`config.mk`:
```
export PLATFORM = sky130hd
export DESIGN_NAME = alu_arbiter
export DESIGN_NICKNAME = d
export VERILOG_FILES = /design/src/rtl/alu_arbiter.sv
export SDC_FILE = /design/constraint.sdc
export NUM_CORES = 1
export LEC_CHECK = 0
export CORE_AREA = 2 2 240 242
export CTS_CLUSTER_DIAMETER = 30
export DETAILED_ROUTE_END_ITERATION = 12
export DIE_AREA = 0 0 242 244
export GPL_TIMING_DRIVEN = 0
export PLACE_DENSITY = 0.45
export REMOVE_ABC_BUFFERS = 1
export SLEW_MARGIN = 10
export SYNTH_ARGS = -nofsm -noshare
export SYNTH_HDL_FRONTEND = slang
export SYNTH_SLANG_ARGS = --single-unit
```
`constraint.sdc`:
```
create_clock -name clk -period 2.1 [get_ports clk]
set_clock_uncertainty 0.1 [all_clocks]
set_input_delay 0.315 -clock clk [delete_from_list [all_inputs] [get_ports clk]]
set_output_delay 0.315 -clock clk [all_outputs]
set_load 0.01 [all_outputs]
```
`src/rtl/alu_arbiter.sv`:
```
// alu_arbiter
//   Shares one external combinational RV64 ALU between two requesters.
//   Requests are arbitrated round-robin, the winning operands are registered
//   onto the alu_* bus, the ALU result is captured one cycle later and held
//   on a single response port (tagged with the requester ID) until accepted.
//   funct3/funct7 are passed through untouched.
//
// Ports
//   clk, rst_n                : rising-edge clock, async active-low reset
//   reqN_valid / reqN_ready   : requester N handshake (N = 0, 1)
//   reqN_funct3/funct7/rs1/rs2: requester N operation, sampled at accept only
//   alu_funct3/funct7/rs1/rs2 : registered operands driven to the ALU
//   alu_rd                    : ALU result (combinational from alu_*)
//   resp_valid / resp_ready   : response handshake
//   resp_id, resp_rd          : requester tag and result of the response
//   busy                      : an operation is in flight
//   done_cnt0/1               : delivered responses per requester (wrapping)

module alu_arbiter #(
  parameter int unsigned XLEN  = 64,
  parameter int unsigned CNT_W = 32
) (
  input  logic             clk,
  input  logic             rst_n,

  input  logic             req0_valid,
  output logic             req0_ready,
  input  logic [2:0]       req0_funct3,
  input  logic [6:0]       req0_funct7,
  input  logic [XLEN-1:0]  req0_rs1,
  input  logic [XLEN-1:0]  req0_rs2,

  input  logic             req1_valid,
  output logic             req1_ready,
  input  logic [2:0]       req1_funct3,
  input  logic [6:0]       req1_funct7,
  input  logic [XLEN-1:0]  req1_rs1,
  input  logic [XLEN-1:0]  req1_rs2,

  output logic [2:0]       alu_funct3,
  output logic [6:0]       alu_funct7,
  output logic [XLEN-1:0]  alu_rs1,
  output logic [XLEN-1:0]  alu_rs2,
  input  logic [XLEN-1:0]  alu_rd,

  output logic             resp_valid,
  input  logic             resp_ready,
  output logic             resp_id,
  output logic [XLEN-1:0]  resp_rd,

  output logic             busy,
  output logic [CNT_W-1:0] done_cnt0,
  output logic [CNT_W-1:0] done_cnt1
);

  typedef enum logic [1:0] {
    S_IDLE = 2'd0,
    S_EXEC = 2'd1,
    S_RESP = 2'd2
  } state_e;

  state_e            state_q,      state_d;
  logic              last_grant_q, last_grant_d;
  logic [2:0]        alu_funct3_q, alu_funct3_d;
  logic [6:0]        alu_funct7_q, alu_funct7_d;
  logic [XLEN-1:0]   alu_rs1_q,    alu_rs1_d;
  logic [XLEN-1:0]   alu_rs2_q,    alu_rs2_d;
  logic              resp_valid_q, resp_valid_d;
  logic              resp_id_q,    resp_id_d;
  logic [XLEN-1:0]   resp_rd_q,    resp_rd_d;
  logic [CNT_W-1:0]  done_cnt0_q,  done_cnt0_d;
  logic [CNT_W-1:0]  done_cnt1_q,  done_cnt1_d;

  logic grant_id;
  logic accept;

  // Round-robin pick: under contention the requester that did not win last
  // time is chosen; otherwise whichever one is valid.
  always_comb begin
    grant_id = 1'b0;
    if (req0_valid && req1_valid) begin
      grant_id = ~last_grant_q;
    end else if (req1_valid) begin
      grant_id = 1'b1;
    end
  end

  // rst_n gates ready so nothing is offered while reset is held, even though
  // the state register already reads IDLE.
  assign accept     = rst_n && (state_q == S_IDLE) && (req0_valid || req1_valid);
  assign req0_ready = accept && !grant_id;
  assign req1_ready = accept &&  grant_id;

  always_comb begin
    state_d      = state_q;
    last_grant_d = last_grant_q;
    alu_funct3_d = alu_funct3_q;
    alu_funct7_d = alu_funct7_q;
    alu_rs1_d    = alu_rs1_q;
    alu_rs2_d    = alu_rs2_q;
    resp_valid_d = resp_valid_q;
    resp_id_d    = resp_id_q;
    resp_rd_d    = resp_rd_q;
    done_cnt0_d  = done_cnt0_q;
    done_cnt1_d  = done_cnt1_q;

    unique case (state_q)
      S_IDLE: begin
        if (accept) begin
          state_d      = S_EXEC;
          last_grant_d = grant_id;
          if (grant_id) begin
            alu_funct3_d = req1_funct3;
            alu_funct7_d = req1_funct7;
            alu_rs1_d    = req1_rs1;
            alu_rs2_d    = req1_rs2;
          end else begin
            alu_funct3_d = req0_funct3;
            alu_funct7_d = req0_funct7;
            alu_rs1_d    = req0_rs1;
            alu_rs2_d    = req0_rs2;
          end
        end
      end

      S_EXEC: begin
        // last_grant_q was loaded with the accepted requester's ID, so it
        // doubles as the in-flight tag.
        resp_rd_d    = alu_rd;
        resp_id_d    = last_grant_q;
        resp_valid_d = 1'b1;
        state_d      = S_RESP;
      end

      S_RESP: begin
        if (resp_ready) begin
          resp_valid_d = 1'b0;
          state_d      = S_IDLE;
          if (resp_id_q) begin
            done_cnt1_d = done_cnt1_q + CNT_W'(1);
          end else begin
            done_cnt0_d = done_cnt0_q + CNT_W'(1);
          end
        end
      end

      default: begin
        state_d = S_IDLE;
      end
    endcase
  end

  always_ff @(posedge clk or negedge rst_n) begin
    if (!rst_n) begin
      state_q      <= S_IDLE;
      last_grant_q <= 1'b1;
      alu_funct3_q <= '0;
      alu_funct7_q <= '0;
      alu_rs1_q    <= '0;
      alu_rs2_q    <= '0;
      resp_valid_q <= 1'b0;
      resp_id_q    <= 1'b0;
      resp_rd_q    <= '0;
      done_cnt0_q  <= '0;
      done_cnt1_q  <= '0;
    end else begin
      state_q      <= state_d;
      last_grant_q <= last_grant_d;
      alu_funct3_q <= alu_funct3_d;
      alu_funct7_q <= alu_funct7_d;
      alu_rs1_q    <= alu_rs1_d;
      alu_rs2_q    <= alu_rs2_d;
      resp_valid_q <= resp_valid_d;
      resp_id_q    <= resp_id_d;
      resp_rd_q    <= resp_rd_d;
      done_cnt0_q  <= done_cnt0_d;
      done_cnt1_q  <= done_cnt1_d;
    end
  end

  assign alu_funct3 = alu_funct3_q;
  assign alu_funct7 = alu_funct7_q;
  assign alu_rs1    = alu_rs1_q;
  assign alu_rs2    = alu_rs2_q;
  assign resp_valid = resp_valid_q;
  assign resp_id    = resp_id_q;
  assign resp_rd    = resp_rd_q;
  assign busy       = (state_q != S_IDLE);
  assign done_cnt0  = done_cnt0_q;
  assign done_cnt1  = done_cnt1_q;

endmodule

```
==> results.md, run 1 <==
* Final worst slack at -0.372 ns
* 1st-pass router iterations at 4
* Total CTS buffers at 92
* First-pass GRT wire length at between 70 and 80 mm
* Filler cells at 5598
* # nets final at 2065
* Routed wl met3 at ~5.6 mm
* Most frequent cells in the layout: clkdlybuf4s50_1 (591), dfrtp_1 (259), nand2_1 (155), mux2i_1 (138), o21ai_0 (123)
* Largest family of logic cells by synthesized area: multiplexers
* Routed wire length at between 40 and 50 mm
* GP Congestion at ~0.81
* Fmax at 0.405 GHz
* Routed len/inst at between 15 and 20 µm
* Site Rows at between 80 and 90
* Root Buffer: clkbuf_16
* Count of final max-slew check failures at 0
* Status: complete, but fails checks
* DRT iter0 DRCs at between 200 and 300
* Max-cap violation count at 0
* Minimum clock period at around 2.5 ns
* Violated checks: negative hold slack, negative setup slack
* Layout area overhead at 93.5%
* Synthesis-stage register bit count at approximately 270
* H-tree Lvls at 3
* Via count at around 10k
* DRC Markers at 0
* Vias in the first global route at between 10k and 15k
* Syn avg cell area at 11.7 µm²
* Commonest non-fill, non-tap cell in the layout: clkdlybuf4s50_1
* Die width at approximately 240 µm
* Sequential element share of the synthesized area at slightly below 60%
* Met2 routed wirelength at between 20 and 25 mm
* Mapped Cells at 1003
* GRT Total Usage at between 10% and 20%
* Top layer in use: met5
* Mux contribution to synthesized area at between 10% and 20%
* Synth Area in Compound Gates at under 10%
* Worst hold-check path type: primary input to async pin
* Clk buf depth at 3
* TritonCTS clock tree: done
* Worst endpoint data arrival time at 2.06 ns
* Simple-Gate Fraction of Synth Area at a little over a tenth
* Slowest cell on crit path: dfrtp_2
* Largest net degree at the start of global routing at 95
* Dpl ws at -2.07 ns
* Syn Std Cell Area at roughly 12000 µm²
* Worst hold slack at -0.385 ns
* Ys flop type: dfrtp_1
* CTS Sinks at 271
* Leak at about 10 nW
* M1 WL at 18.0 mm
* Unrepaired setup endpoints after global routing: true
* Initial antenna violation count at 26
* Die area at roughly 59000 µm²
* Worst-path fanout max at 5
* Unique masters post-synth at 40
* Worst path cell trace: nor2_4 -> o211ai_1 -> buf_6 -> buf_12 -> buf_8 -> buf_8 -> nor2_4 -> buf_6
* Max VDD drop at just under 0.7 mV
* Final setup viols at 2
* Overflow after GRT at 0
* CTS clk-pin slew, worst paths at approximately 0.040 ns
* Post-DP HPWL at 38.0 mm
* IO Pins at approximately 620
* Final hold violation count at 82
* Total Power at ~31 mW
* Final Cycle Share at 118%
* Fin util at between 40% and 50%
* Req. time, crit path at between 1.5 and 2 ns
* Crit Path Class: flop to output port
* Setup crit end kind: output port
* Rel. slew slack at between 50% and 60%
* Detail Route Antenna Nets at 0
* Post-synthesis xor/xnor area fraction at under 10%
* Least-Margin Pin Slew at between 0.7 and 0.8 ns
* Share of cells above drive strength 1 at between 10% and 20%
* CP max stage delay at around 0.42 ns
* Asr flop ratio synth at between 90% and 100%
* Setup TNS at -0.677 ns
* IO buf count at approximately 620
* Post-Synth Adder-Cell Area at less than 1%
* PwrDens at 1360 nW/µm²
* Vias per cell at ~4.0
* Reg2reg setup slack at 0.08 ns
* Setup crit start kind: flop
* Core Box Area at approximately 56000 µm²
* Skew-Pair Late Insertion Delay at around 0.62 ns
* Yosys warning count at 0
* Post-synth EDFFs at 0
* Initial Util at a little over a fifth
* Die height at 244 µm
==> cells in the mapped netlist, drive strengths merged (2+ instances only) <==
cell | count | area, µm²
mux2 | 67 | 754
nor2 | 20 | 85.1
and2 | 4 | 25.0
ha | 2 | 25.0
inv | 8 | 30.0
xnor2 | 36 | 315
nand2 | 155 | 582
nor4 | 2 | 33.8
nand3 | 29 | 150
or2 | 4 | 25.0
clkbuf | 22 | 82.6
and3b | 2 | 17.5
and4 | 4 | 35.0
nor3 | 9 | 50.1
nand4 | 9 | 71.3
xor2 | 26 | 228
and3 | 11 | 68.8
mux2i | 138 | 1380
nand4b | 2 | 17.5
nor3b | 2 | 15.0
dfrtp | 270 | 6760
buf | 32 | 151
o21ai | 139 | 696
==> registers in the layout, indices dropped and copies added, names as in the netlist <==
signal	flops
resp_id	1
alu_rs2	64
alu_funct3	3
state_q	2
alu_funct7	7
resp_rd	64
last_grant_q	1
alu_rs1	64
done_cnt1	32
done_cnt0	32
resp_valid	1
==> per-layer routing <==
metal / vias up / GRT usage, %
met2: 440 / 27.5
li1: 4965 / -
met4: 16 / 7.48
met5: - / 0
met3: 100 / 9.00
met1: 4846 / 17.0
==> report_power, final <==
part,leakage (nW),internal [mW],switching (mW)
clock network,1.59,9.62,3.93
registers,3.37,7.11,1.05
logic,5.00,5.22,3.86
==> layout make-up <==
type	instances	area (µm²)	area share [%]
inverters	8	30.0	0.133
multi-input cells	671	4740	21.0
clock inverters	38	434	1.92
flip-flops and latches	271	6800	30.0
diodes	15	37.5	0.166
clock buffers	135	2760	12.2
well taps	756	946	4.18
repair buffers	674	6890	30.4
==> worst max-delay path, delay by kind of cell, from the launching register on <==
family,cells,cell delay [ns]
buf+inv,5,0.66
flops,1,0.42
simple gates,2,0.23
compound gates,1,0.13
==> metrics by stage <==
stage | hold slack (ns) | std cells | instance area (µm²)
after detailed placement | 0.288 | 2357 | 19100
after global routing | -0.349 | 2561 | 22600
after floorplan | -0.0806 | 949 | 11500
after CTS | -0.390 | 2557 | 22600
after global placement | 0.358 | 2320 | 18600
final | -0.385 | 2568 | 22600
==> path summary, 6_finish.rpt <==
| path | startpoint | end | cells after the start |
|---|---|---|---|
| setup / recovery | state_q[1] | req0_ready | 8 |
| hold / removal | rst_n | done_cnt1[27] | 1 |
| setup reg to reg | state_q[0] | done_cnt0[13] | 6 |
| hold reg to reg | done_cnt1[31] | done_cnt1[31] | 1 |
| max in group asynchronous | rst_n | alu_rs2[53] | 2 |
| min in group clk | alu_rd[22] | resp_rd[22] | 2 |
==> what timing repair did <==
action / CTS / global route
gates cloned: 0 / 3
pin swaps: 11 / 7
endpoints found under the hold margin: 82 / 82
resized for setup: 86 / 24
endpoints found under the setup margin: 137 / 105
setup buffers: 34 / 9
==> cells by family after synthesis <==
| group | Yosys count |
|---|---|
| multiplexers | 205 |
| buffers and inverters | 62 |
| flip-flops | 271 |
| adder cells (fa/ha/maj) | 2 |
| AND/OR/NAND/NOR | 258 |
| XOR/XNOR | 62 |
| AO/OA/AOI/OAI | 143 |
(Power assumes the default switching activity.)
==> run 2: changes to the inputs <==
--- a/config.mk
+++ b/config.mk
@@ -12,7 +12,7 @@
 export GPL_TIMING_DRIVEN = 0
 export PLACE_DENSITY = 0.45
 export REMOVE_ABC_BUFFERS = 1
-export SLEW_MARGIN = 10
+export SLEW_MARGIN = 20
 export SYNTH_ARGS = -nofsm -noshare
 export SYNTH_HDL_FRONTEND = slang
 export SYNTH_SLANG_ARGS = --single-unit
==> run 2 against run 1 <==
  * The flow still finishes with violations (negative hold slack, negative setup slack)
  * Sequential share of layout area decreased by 0.65 points
  * Worst hold slack improved by 0.10 ns
  * Die area did not move
  * Critical path type unchanged
  * Critical endpoint unchanged
  * Largest cell class unchanged
  * Largest power group unchanged
==> results.md, run 2 (synthesis gave the netlist of run 1 again) <==
* Status: complete, but fails checks
* Violated checks: negative hold slack, negative setup slack
* DRC Markers at 0 (unchanged)
* Setup crit end kind: output port
* Final Cycle Share at 123% (+5.1 points)
* Least-Margin Pin Slew at 0.506 ns (-0.212 ns)
* DRT iter0 DRCs at 301 (+4.2%)
* Overflow after GRT at 0 (unchanged)
* Routed wire length at 49.8 mm (+0.61%)
* Commonest non-fill, non-tap cell in the layout: clkdlybuf4s50_1
* CTS clk-pin slew, worst paths at 0.04 ns (about the same)
* Leak at 10.3 nW (+3.1%)
* IO Pins at 616 (unchanged)
* Vias in the first global route at 11.2k (+0.0089%)
* Max-cap violation count at 0 (unchanged)
* Via count at 10.6k (+2.0%)
* Total CTS buffers at 91 (-1.1%)
* Initial antenna violation count at 20 (-23%)
* Critical path depth at 9 (+1)
* Worst path cell trace: nor2_4 -> o211ai_1 -> buf_4 -> buf_8 -> buf_12 -> buf_8 -> buf_6 -> nor2_4 -> buf_6
* Unrepaired setup endpoints after global routing: true
* CTS Sinks at 271 (unchanged)
* R2R depth at 13 (+7)
* Post-DP HPWL at 38.2 mm (+0.39%)
* CP max stage delay at 0.41 ns (about the same)
* GP Congestion at 0.809 (unchanged)
* Worst hold-check path type: primary input to async pin
* Detail Route Antenna Nets at 0 (unchanged)
* Count of final max-slew check failures at 0 (unchanged)
* First-pass GRT wire length at 72.5 mm (+0.51%)
* CP Buf/Inv Count at 6 (+1)
* Die height at 244 µm (unchanged)
* Slowest cell on crit path: dfrtp_2
* Die area at 59000 µm² (unchanged)
* Setup crit start kind: flop
* Worst-path fanout max at 4 (-1)
* Req. time, crit path at 1.68 ns (about the same)
* IO buf count at 615 (unchanged)
* Worst hold slack at -0.285 ns (+0.0996 ns)
* Root Buffer: clkbuf_16
* Worst path top cell family by delay: buffers and inverters
* Core Box Area at 56200 µm² (unchanged)
* Vias per cell at 4.09 (+1.2%)
* Share of cells above drive strength 1 at 20.2% (+2.1 points)
* Final hold violation count at 41 (-50%)
* Rel. slew slack at 66.3% (+14 points)
* Layout area overhead at 97.6%
* Final worst slack at -0.479 ns (-0.108 ns)
* Clk buf depth at 3 (unchanged)
* Fin util at 41.1% (+0.85 points)
* Max VDD drop at 0.674 mV (-1.4%)
* # nets final at 2096 (+1.5%)
* Most frequent cells in the layout: clkdlybuf4s50_1 (588), dfrtp_1 (264), mux2i_1 (138), nand2_1 (136), o21ai_0 (99)
* Worst endpoint data arrival time at 2.16 ns (+0.10 ns)
* Minimum clock period at 2.58 ns (+0.108 ns)
* Site Rows at 87 (unchanged)
* Crit Path Class: flop to output port
* Die width at 242 µm (unchanged)
* Initial Util at 20.8% (unchanged)
* TritonCTS clock tree: done
* 1st-pass router iterations at 6 (+2)
* Setup TNS at -2.15 ns (-1.47 ns)
* Largest net degree at the start of global routing at 85 (-11%)
* Final setup viols at 23 (+21)
* Skew-Pair Late Insertion Delay at 0.60 ns (-0.02 ns)
* Routed len/inst at 19.3 µm (-0.16%)
* GRT Total Usage at 16.5% (+0.028 points)
* H-tree Lvls at 3 (unchanged)
* PwrDens at 1330 nW/µm² (-2.5%)
* Fmax at 0.388 GHz (-4.2%)
==> run 2: path summary, 6_finish.rpt <==
kind	from	end	slack [ns]
max	state_q[1]	req0_ready	-0.48
min	rst_n	alu_rs2[16]	-0.29
max reg2reg	state_q[1]	alu_rs2[12]	-0.08
min reg2reg	done_cnt1[31]	done_cnt1[31]	0.36
max in group asynchronous	rst_n	resp_rd[3]	1.15
min in group clk	alu_rd[12]	resp_rd[12]	0.22
==> run 2: what timing repair did <==
item                                    in CTS  in global routing
endpoints found under the setup margin     138                118
hold endpoints to repair                   186                186
resized for setup                          124                 71
setup buffers                               41                 22
pin swaps                                   20                 18
cloned                                       3                  3
==> run 2: area by class of cell <==
class	count	area (µm²)
fill	5526	33100
timing repair buffer	707	7440
sequential	271	6790
multi-input combinational	670	4850
clock buffer	139	2730
tap	756	946
clock inverter	26	293
inverter	8	32.5
antenna	11	27.5
==> run 2: worst register-to-register path: cells and delay by family (launching register included) <==
kind | cells | cell delay (ns)
buf+inv | 9 | 1.20
flops | 1 | 0.41
simple gates | 2 | 0.18
compound gates | 2 | 0.18
==> run 2: power breakdown <==
group	leakage, nW	switching, mW	internal [mW]	total [mW]
combinational	5.39	3.96	5.55	9.51
sequential	3.38	1.09	7.11	8.19
clock	1.50	3.78	9.18	13.0
total	10.3	8.83	21.8	30.7
==> run 2: metal layers <==
| layer | up-vias | track usage, % | wire length (µm) |
|---|---|---|---|
| met5 | - | 0 | 68 |
| met4 | 12 | 6.06 | 1050 |
| met3 | 91 | 8.63 | 5660 |
| met2 | 430 | 28.4 | 25000 |
| met1 | 5010 | 17.1 | 18100 |
| li1 | 5030 | - | - |
==> run 2: per-stage QoR <==
| stage | std cells | power, mW | hold WS (ns) | setup WS [ns] | cell area (µm²) |
|---|---|---|---|---|---|
| floorplan | 949 | 11.5 | -0.0806 | -14.16 | 11500 |
| global placement | 2320 | 17.1 | 0.358 | -46.18 | 18600 |
| detailed placement | 2364 | 17.3 | 0.0946 | -2.22 | 19200 |
| CTS | 2564 | 31.0 | -0.565 | -0.870 | 22800 |
| global route | 2581 | 32.3 | -0.307 | -0.581 | 23100 |
| finish | 2588 | 30.7 | -0.285 | -0.479 | 23100 |
